## config.mk

```make
export PLATFORM = sky130hd
export DESIGN_NAME = knn_topk_engine
export DESIGN_NICKNAME = d
export VERILOG_FILES = /design/src/rtl/knn_topk_engine.sv
export SDC_FILE = /design/constraint.sdc
export NUM_CORES = 2
export LEC_CHECK = 0
export CORE_ASPECT_RATIO = 0.9
export CORE_MARGIN = 1.5
export CORE_UTILIZATION = 28
export CTS_BUF_LIST = sky130_fd_sc_hd__clkbuf_16
export CTS_CLUSTER_DIAMETER = 30
export DETAILED_ROUTE_END_ITERATION = 7
export PLACE_DENSITY = 0.45
export SYNTH_ARGS = -nofsm -noshare
export SYNTH_HDL_FRONTEND = slang
export SYNTH_SLANG_ARGS = --single-unit
```

## constraint.sdc

```tcl
create_clock -name clk -period 10.3 [get_ports clk]
set_clock_uncertainty 0.1 [all_clocks]
set_input_delay 2.06 -clock clk [delete_from_list [all_inputs] [get_ports clk]]
set_output_delay 2.06 -clock clk [all_outputs]
set_load 0.01 [all_outputs]
```

## src/rtl/knn_topk_engine.sv

```systemverilog
// Streaming k-nearest-neighbour engine: 2-stage squared-distance pipeline feeding a
// sorted top-K insertion list, followed by a K-cycle majority vote over the kept labels.
module knn_topk_engine #(
    parameter int COORD_W = 16,
    parameter int LABEL_W = 8,
    parameter int K       = 4,
    parameter int IDX_W   = 2
) (
    input  logic                   clk,
    input  logic                   rst,
    input  logic                   start,
    input  logic [2*COORD_W-1:0]   test_pt,
    input  logic                   in_valid,
    output logic                   in_ready,
    input  logic [2*COORD_W-1:0]   in_pt,
    input  logic [LABEL_W-1:0]     in_label,
    input  logic                   in_last,
    output logic                   busy,
    output logic                   done,
    input  logic [IDX_W-1:0]       nb_sel,
    output logic [2*COORD_W:0]     nb_dist,
    output logic [LABEL_W-1:0]     nb_label,
    output logic                   nb_valid,
    output logic [IDX_W:0]         nb_count,
    output logic [LABEL_W-1:0]     vote,
    output logic [2:0]             state_dbg
);
    localparam int DIST_W = 2*COORD_W+1;
    localparam int CW     = COORD_W+1;

    // Handshake: a training point transfers on a rising edge where in_valid and
    // in_ready are both 1; in_ready depends only on state, never on in_valid.
    typedef enum logic [2:0] {S_IDLE, S_RUN, S_DRAIN, S_VOTE, S_DONE} state_t;

    state_t               state_q, state_d;
    logic [COORD_W-1:0]   test_x_q, test_y_q;
    logic                 s1_valid_q, s2_valid_q;
    logic [CW-1:0]        s1_dx_q, s1_dy_q;
    logic [LABEL_W-1:0]   s1_label_q, s2_label_q;
    logic [DIST_W-1:0]    s2_dist_q;
    logic [DIST_W-1:0]    ent_dist_q  [K];
    logic [DIST_W-1:0]    ent_dist_d  [K];
    logic [LABEL_W-1:0]   ent_label_q [K];
    logic [LABEL_W-1:0]   ent_label_d [K];
    logic [K-1:0]         ent_valid_q, ent_valid_d;
    logic [IDX_W:0]       count_q, count_d;
    logic [IDX_W-1:0]     vote_i_q;
    logic [IDX_W:0]       best_cnt_q;
    logic [LABEL_W-1:0]   best_label_q, vote_q;

    logic                 start_acc, accept, vote_last, cand_better;
    logic [COORD_W-1:0]   in_x, in_y;
    logic [DIST_W-1:0]    dx_ext, dy_ext, dist_calc;
    logic [IDX_W:0]       ins_pos, match_cnt;

    assign start_acc = (state_q == S_IDLE) && start;
    assign in_ready  = (state_q == S_RUN);
    assign accept    = in_valid && in_ready;
    assign busy      = (state_q != S_IDLE);
    assign done      = (state_q == S_DONE);
    assign state_dbg = state_q;
    assign vote      = vote_q;
    assign nb_count  = count_q;
    assign vote_last = (vote_i_q == IDX_W'(K-1));

    assign in_x = in_pt[2*COORD_W-1:COORD_W];
    assign in_y = in_pt[COORD_W-1:0];

    // Squares are taken modulo 2^DIST_W; the true sum always fits, so no signed types are needed.
    assign dx_ext    = {{(DIST_W-CW){s1_dx_q[CW-1]}}, s1_dx_q};
    assign dy_ext    = {{(DIST_W-CW){s1_dy_q[CW-1]}}, s1_dy_q};
    assign dist_calc = dx_ext * dx_ext + dy_ext * dy_ext;

    always_comb begin
        state_d = state_q;
        case (state_q)
            S_IDLE:  if (start) state_d = S_RUN;
            S_RUN:   if (accept && in_last) state_d = S_DRAIN;
            // When S1 empties, S2 holds the final point and inserts on this edge.
            S_DRAIN: if (!s1_valid_q) state_d = S_VOTE;
            S_VOTE:  if (vote_last) state_d = S_DONE;
            S_DONE:  state_d = S_IDLE;
            default: state_d = S_IDLE;
        endcase
    end

    // Insert position counts occupied entries at or below the new distance (stable ties).
    always_comb begin
        ins_pos = '0;
        for (int e = 0; e < K; e++) begin
            if (ent_valid_q[e] && (ent_dist_q[e] <= s2_dist_q)) ins_pos = ins_pos + 1'b1;
        end
    end

    always_comb begin
        ent_valid_d = ent_valid_q;
        count_d     = count_q;
        for (int e = 0; e < K; e++) begin
            ent_dist_d[e]  = ent_dist_q[e];
            ent_label_d[e] = ent_label_q[e];
        end
        if (start_acc) begin
            ent_valid_d = '0;
            count_d     = '0;
        end else if (s2_valid_q) begin
            if (count_q != (IDX_W+1)'(K)) count_d = count_q + 1'b1;
            if (ins_pos < (IDX_W+1)'(K)) begin
                for (int e = 1; e < K; e++) begin
                    if ((IDX_W+1)'(e) > ins_pos) begin
                        ent_dist_d[e]  = ent_dist_q[e-1];
                        ent_label_d[e] = ent_label_q[e-1];
                        ent_valid_d[e] = ent_valid_q[e-1];
                    end
                end
                for (int e = 0; e < K; e++) begin
                    if ((IDX_W+1)'(e) == ins_pos) begin
                        ent_dist_d[e]  = s2_dist_q;
                        ent_label_d[e] = s2_label_q;
                        ent_valid_d[e] = 1'b1;
                    end
                end
            end
        end
    end

    always_comb begin
        match_cnt = '0;
        for (int j = 0; j < K; j++) begin
            if (ent_valid_q[j] && (ent_label_q[j] == ent_label_q[vote_i_q])) match_cnt = match_cnt + 1'b1;
        end
        cand_better = ent_valid_q[vote_i_q] && (match_cnt > best_cnt_q);
    end

    always_comb begin
        nb_valid = 1'b0;
        nb_dist  = '0;
        nb_label = '0;
        if ({1'b0, nb_sel} < (IDX_W+1)'(K)) begin
            nb_valid = ent_valid_q[nb_sel];
            nb_dist  = ent_dist_q[nb_sel];
            nb_label = ent_label_q[nb_sel];
        end
    end

    always_ff @(posedge clk or negedge rst) begin
        if (!rst) begin
            state_q      <= S_IDLE;
            test_x_q     <= '0;
            test_y_q     <= '0;
            s1_valid_q   <= 1'b0;
            s1_dx_q      <= '0;
            s1_dy_q      <= '0;
            s1_label_q   <= '0;
            s2_valid_q   <= 1'b0;
            s2_dist_q    <= '0;
            s2_label_q   <= '0;
            ent_valid_q  <= '0;
            count_q      <= '0;
            vote_i_q     <= '0;
            best_cnt_q   <= '0;
            best_label_q <= '0;
            vote_q       <= '0;
            for (int e = 0; e < K; e++) begin
                ent_dist_q[e]  <= '0;
                ent_label_q[e] <= '0;
            end
        end else begin
            state_q <= state_d;
            if (start_acc) begin
                test_x_q <= test_pt[2*COORD_W-1:COORD_W];
                test_y_q <= test_pt[COORD_W-1:0];
            end
            s1_valid_q <= accept;
            if (accept) begin
                s1_dx_q    <= {in_x[COORD_W-1], in_x} - {test_x_q[COORD_W-1], test_x_q};
                s1_dy_q    <= {in_y[COORD_W-1], in_y} - {test_y_q[COORD_W-1], test_y_q};
                s1_label_q <= in_label;
            end
            s2_valid_q <= s1_valid_q;
            if (s1_valid_q) begin
                s2_dist_q  <= dist_calc;
                s2_label_q <= s1_label_q;
            end
            ent_valid_q <= ent_valid_d;
            count_q     <= count_d;
            for (int e = 0; e < K; e++) begin
                ent_dist_q[e]  <= ent_dist_d[e];
                ent_label_q[e] <= ent_label_d[e];
            end
            if (state_q == S_DRAIN) begin
                vote_i_q     <= '0;
                best_cnt_q   <= '0;
                best_label_q <= '0;
            end else if (state_q == S_VOTE) begin
                vote_i_q <= vote_i_q + 1'b1;
                if (cand_better) begin
                    best_cnt_q   <= match_cnt;
                    best_label_q <= ent_label_q[vote_i_q];
                end
                if (vote_last) vote_q <= cand_better ? ent_label_q[vote_i_q] : best_label_q;
            end
        end
    end
endmodule

```

==> out/results.txt <==
number of slew-limit violations in the final report: 0
gr ovfl total: 0
number of instances in the synthesized netlist: 3,927
clock insertion delay at the later pin of the skew report: 0.68 ns
number of diodes: 0
total clock buffers created by CTS: 93
total iterations of the first detailed-routing run: 8
DRT antenna net count: 0
Finished Core Util: 0.330
Post-CTS Setup Bufs: 0
hold path depth: 2
area of the mapped netlist: 0.0392 mm2
number of nets in the synthesized netlist: 4,919
Buffers on Ports: 137
master cell of the clock root buffer: sky130_fd_sc_hd__clkbuf_16
total global-route track usage: 0.169
path type of the worst min-delay path: flop to flop
H-tree depth: 3
via density per instance: 4.55
gpl congestion: 0.850
vias in the first global route: 29,300
end point of the worst hold path: s1_label_q[3]$_DFFE_PN0P_
number of antenna violations at the first check in global routing: 6
Period Utilization, post-route: 0.828
total wire length after detailed routing: 118 mm
top cell types by occurrence after synthesis: 858 x sky130_fd_sc_hd__inv_1, 589 x sky130_fd_sc_hd__fa_1, 365 x sky130_fd_sc_hd__nand2_1
Min-Delay Startpoint: s1_label_q[3]$_DFFE_PN0P_
flip-flop and latch count after synthesis: 312
endpoint of the lowest-slack register-to-register path: s2_dist_q[32]$_DFFE_PN0P_
post-layout min period: 8.53 ns
most used standard cell by instance count after synthesis: sky130_fd_sc_hd__inv_1
final hold viol count: 0
clock-pin slew on the worst setup and hold paths: 0.04 ns
horizontal die dimension: 397 um
WL per Instance: 19.8 um
effective utilization at floorplan: 0.283
Fillers: 14,300
outcome: finished with violations
first-pass GRT wire length: 183 mm
Die Footprint: 0.142 mm2
placement-stage cell area: 0.0424 mm2
clock tree from TritonCTS: yes
Primary FF master, synth: sky130_fd_sc_hd__dfrtp_1
fraction of registers with async set or reset after synthesis: 1.00
setup repair after global routing missed its margin: no
largest buffer count on any clock path: 3
Achievable Freq: 117 MHz
Sequential cell area: 0.00781 mm2
Gates resized, CTS repair: 0
site row count: 129
start-to-end type of the worst setup path: flop to flop
required arrival time at the worst endpoint: 10.70 ns
Setup TNS: 0 ns
number of warnings printed during yosys synthesis: 0
boundary pin count: 138
post-route design area: 0.0457 mm2
share of synthesized area occupied by flip-flops and latches: 0.199
total area of multi-input combinational cells: 0.0274 mm2
count of flip-flops with a built-in enable after synthesis: 0
total of endpoints with negative setup slack in the final report: 0
critical path peak fanout: 33
max_cap viols: 0
start of the worst register-to-register path: s1_dy_q[16]$_DFFE_PN0P_
total number of nets in the final design: 5,038
violated checks: design-rule violations
Reg2Reg Depth: 26
number of distinct library cells after synthesis: 80
startpoint type of the worst setup path: flop
area share of the leading cell type in the synthesized netlist: 0.301
maximum number of pins on one net before global-route repair: 135
layout cells sized above 1: 0.0871
# clock sinks: 312
Worst Max-Slew Pin Slew: 1.25 ns
DPL Wire Length: 91.1 mm
floorplan core area: 0.138 mm2
Vias: 27,100
Avg Synthesized Cell Area: 9.97 um2
hold buffer count at cts: 0
area grow syn2layout: 16.6%
R2R setup slack: 1.77 ns
crit end category: flop
number of remaining DRC errors: 10
leading post-synthesis cells by cell area: sky130_fd_sc_hd__fa_1 30%, sky130_fd_sc_hd__dfrtp_1 20%, sky130_fd_sc_hd__ha_1 10%, sky130_fd_sc_hd__inv_1 8.2%, sky130_fd_sc_hd__nand2_1 3.5%
critical path arrival: 8.93 ns
worst hold margin: 0.370 ns
area leader, netlist: sky130_fd_sc_hd__fa_1
worst rel slew slack: 0.156
violation count after the first detailed-routing iteration: 1,498
DIE HEIGHT: 358 um
## kinds of logic after synthesis
logic type                 after synthesis  share of synthesized area
buffers and inverters                 1011                      0.102
muxes                                  204                     0.0745
and+or+nand+nor                        824                     0.0999
adders and majority gates              913                      0.405
DFF                                    312                      0.199
AOI/OAI and AO/OA                      534                     0.0909
xor gates and xnor gates               129                     0.0290
## critical path, cell delays in order (launching register included)
cell and delay (ns):
sky130_fd_sc_hd__dfrtp_1 0.32, sky130_fd_sc_hd__buf_4 0.33, sky130_fd_sc_hd__nand2_1 0.32, sky130_fd_sc_hd__inv_1 0.63, sky130_fd_sc_hd__fa_1 0.56, sky130_fd_sc_hd__fa_1 0.51, sky130_fd_sc_hd__inv_1 0.05, sky130_fd_sc_hd__fa_1 0.48
sky130_fd_sc_hd__inv_1 0.05, sky130_fd_sc_hd__fa_1 0.49, sky130_fd_sc_hd__fa_1 0.57, sky130_fd_sc_hd__fa_1 0.44, sky130_fd_sc_hd__fa_1 0.50, sky130_fd_sc_hd__inv_1 0.06, sky130_fd_sc_hd__fa_1 0.47, sky130_fd_sc_hd__inv_1 0.04
sky130_fd_sc_hd__ha_1 0.35, sky130_fd_sc_hd__a21o_1 0.20, sky130_fd_sc_hd__a21o_1 0.16, sky130_fd_sc_hd__a21oi_1 0.27, sky130_fd_sc_hd__nand2_1 0.08, sky130_fd_sc_hd__nor3_1 0.40, sky130_fd_sc_hd__nor3_1 0.12, sky130_fd_sc_hd__a311oi_1 0.42
sky130_fd_sc_hd__a21oi_1 0.14, sky130_fd_sc_hd__xnor2_1 0.18, sky130_fd_sc_hd__a21oi_1 0.09
## metal layers
metal  up-vias  global-route usage  share of wire
met4         0              0.0331          0.015
met2       529               0.261           0.44
li1      12700                   -              -
met5         -                   0              0
met1     13800               0.245           0.48
met3       104              0.0367          0.057
## stage by stage
stage	instances	worst slack (ns)
2_1_floorplan	3927	2.39
3_3_place_gp	5785	1.83
3_5_place_dp	5785	1.70
4_1_cts	5956	1.67
5_1_grt	5956	1.17
6_report	5956	1.77
## layout make-up
type / instances / share of cell area
inverters: 859 / 0.0706
well taps: 1834 / 0.0503
multi-input cells: 2604 / 0.600
repair buffers: 176 / 0.0367
clock buffers: 94 / 0.0515
clock inverters: 77 / 0.0198
flip-flops and latches: 312 / 0.171
## cells in the final DEF (no fill, tap or decap), types with 20 or more instances in the layout
cell type	instances
sky130_fd_sc_hd__nor2b_1	46
sky130_fd_sc_hd__o21ai_0	137
sky130_fd_sc_hd__buf_4	39
sky130_fd_sc_hd__dfrtp_1	311
sky130_fd_sc_hd__nand3_1	35
sky130_fd_sc_hd__mux4_2	52
sky130_fd_sc_hd__nand2_1	363
sky130_fd_sc_hd__ha_1	324
sky130_fd_sc_hd__mux2i_1	96
sky130_fd_sc_hd__a21oi_1	130
sky130_fd_sc_hd__xor2_1	33
sky130_fd_sc_hd__nor2_1	130
sky130_fd_sc_hd__mux2_4	41
sky130_fd_sc_hd__nand4_1	35
sky130_fd_sc_hd__inv_1	873
sky130_fd_sc_hd__o22ai_1	42
sky130_fd_sc_hd__nor3_1	20
sky130_fd_sc_hd__fa_1	589
sky130_fd_sc_hd__a2bb2oi_2	40
sky130_fd_sc_hd__xnor2_1	95
sky130_fd_sc_hd__clkdlybuf4s50_1	134
sky130_fd_sc_hd__clkbuf_16	94
sky130_fd_sc_hd__o21ai_1	39
sky130_fd_sc_hd__a21o_1	35
sky130_fd_sc_hd__and2_1	117
## state kept, by name, indices dropped and copies added (netlist names)
signal and count:
vote_i_q 2, s2_dist_q 33, test_x_q 16, s1_valid_q 1, ent_valid_q 4, s1_dy_q 17
s2_valid_q 1, s2_label_q 8, vote 8, test_y_q 16, ent_dist_q 132, ent_label_q 32
nb_count 3, s1_dx_q 17, best_label_q 8, state_dbg 3, best_cnt_q 3, s1_label_q 8
## worst max-delay path by stage
stage,startpoint,endpoint,slack [ns],depth (start not counted)
after floorplan,s1_dy_q[16]$_DFFE_PN0P_,s2_dist_q[32]$_DFFE_PN0P_,2.39,27
after global placement,s1_dy_q[16]$_DFFE_PN0P_,s2_dist_q[32]$_DFFE_PN0P_,1.83,26
after detailed placement,s1_dy_q[16]$_DFFE_PN0P_,s2_dist_q[32]$_DFFE_PN0P_,1.70,26
after CTS,s1_dy_q[16]$_DFFE_PN0P_,s2_dist_q[32]$_DFFE_PN0P_,1.67,26
after global routing,s1_dy_q[16]$_DFFE_PN0P_,s2_dist_q[32]$_DFFE_PN0P_,1.17,26
final,s1_dy_q[16]$_DFFE_PN0P_,s2_dist_q[32]$_DFFE_PN0P_,1.77,26
Power is not shown: default switching activity piles up to over one toggle a cycle in this logic, so the estimate is an artifact.
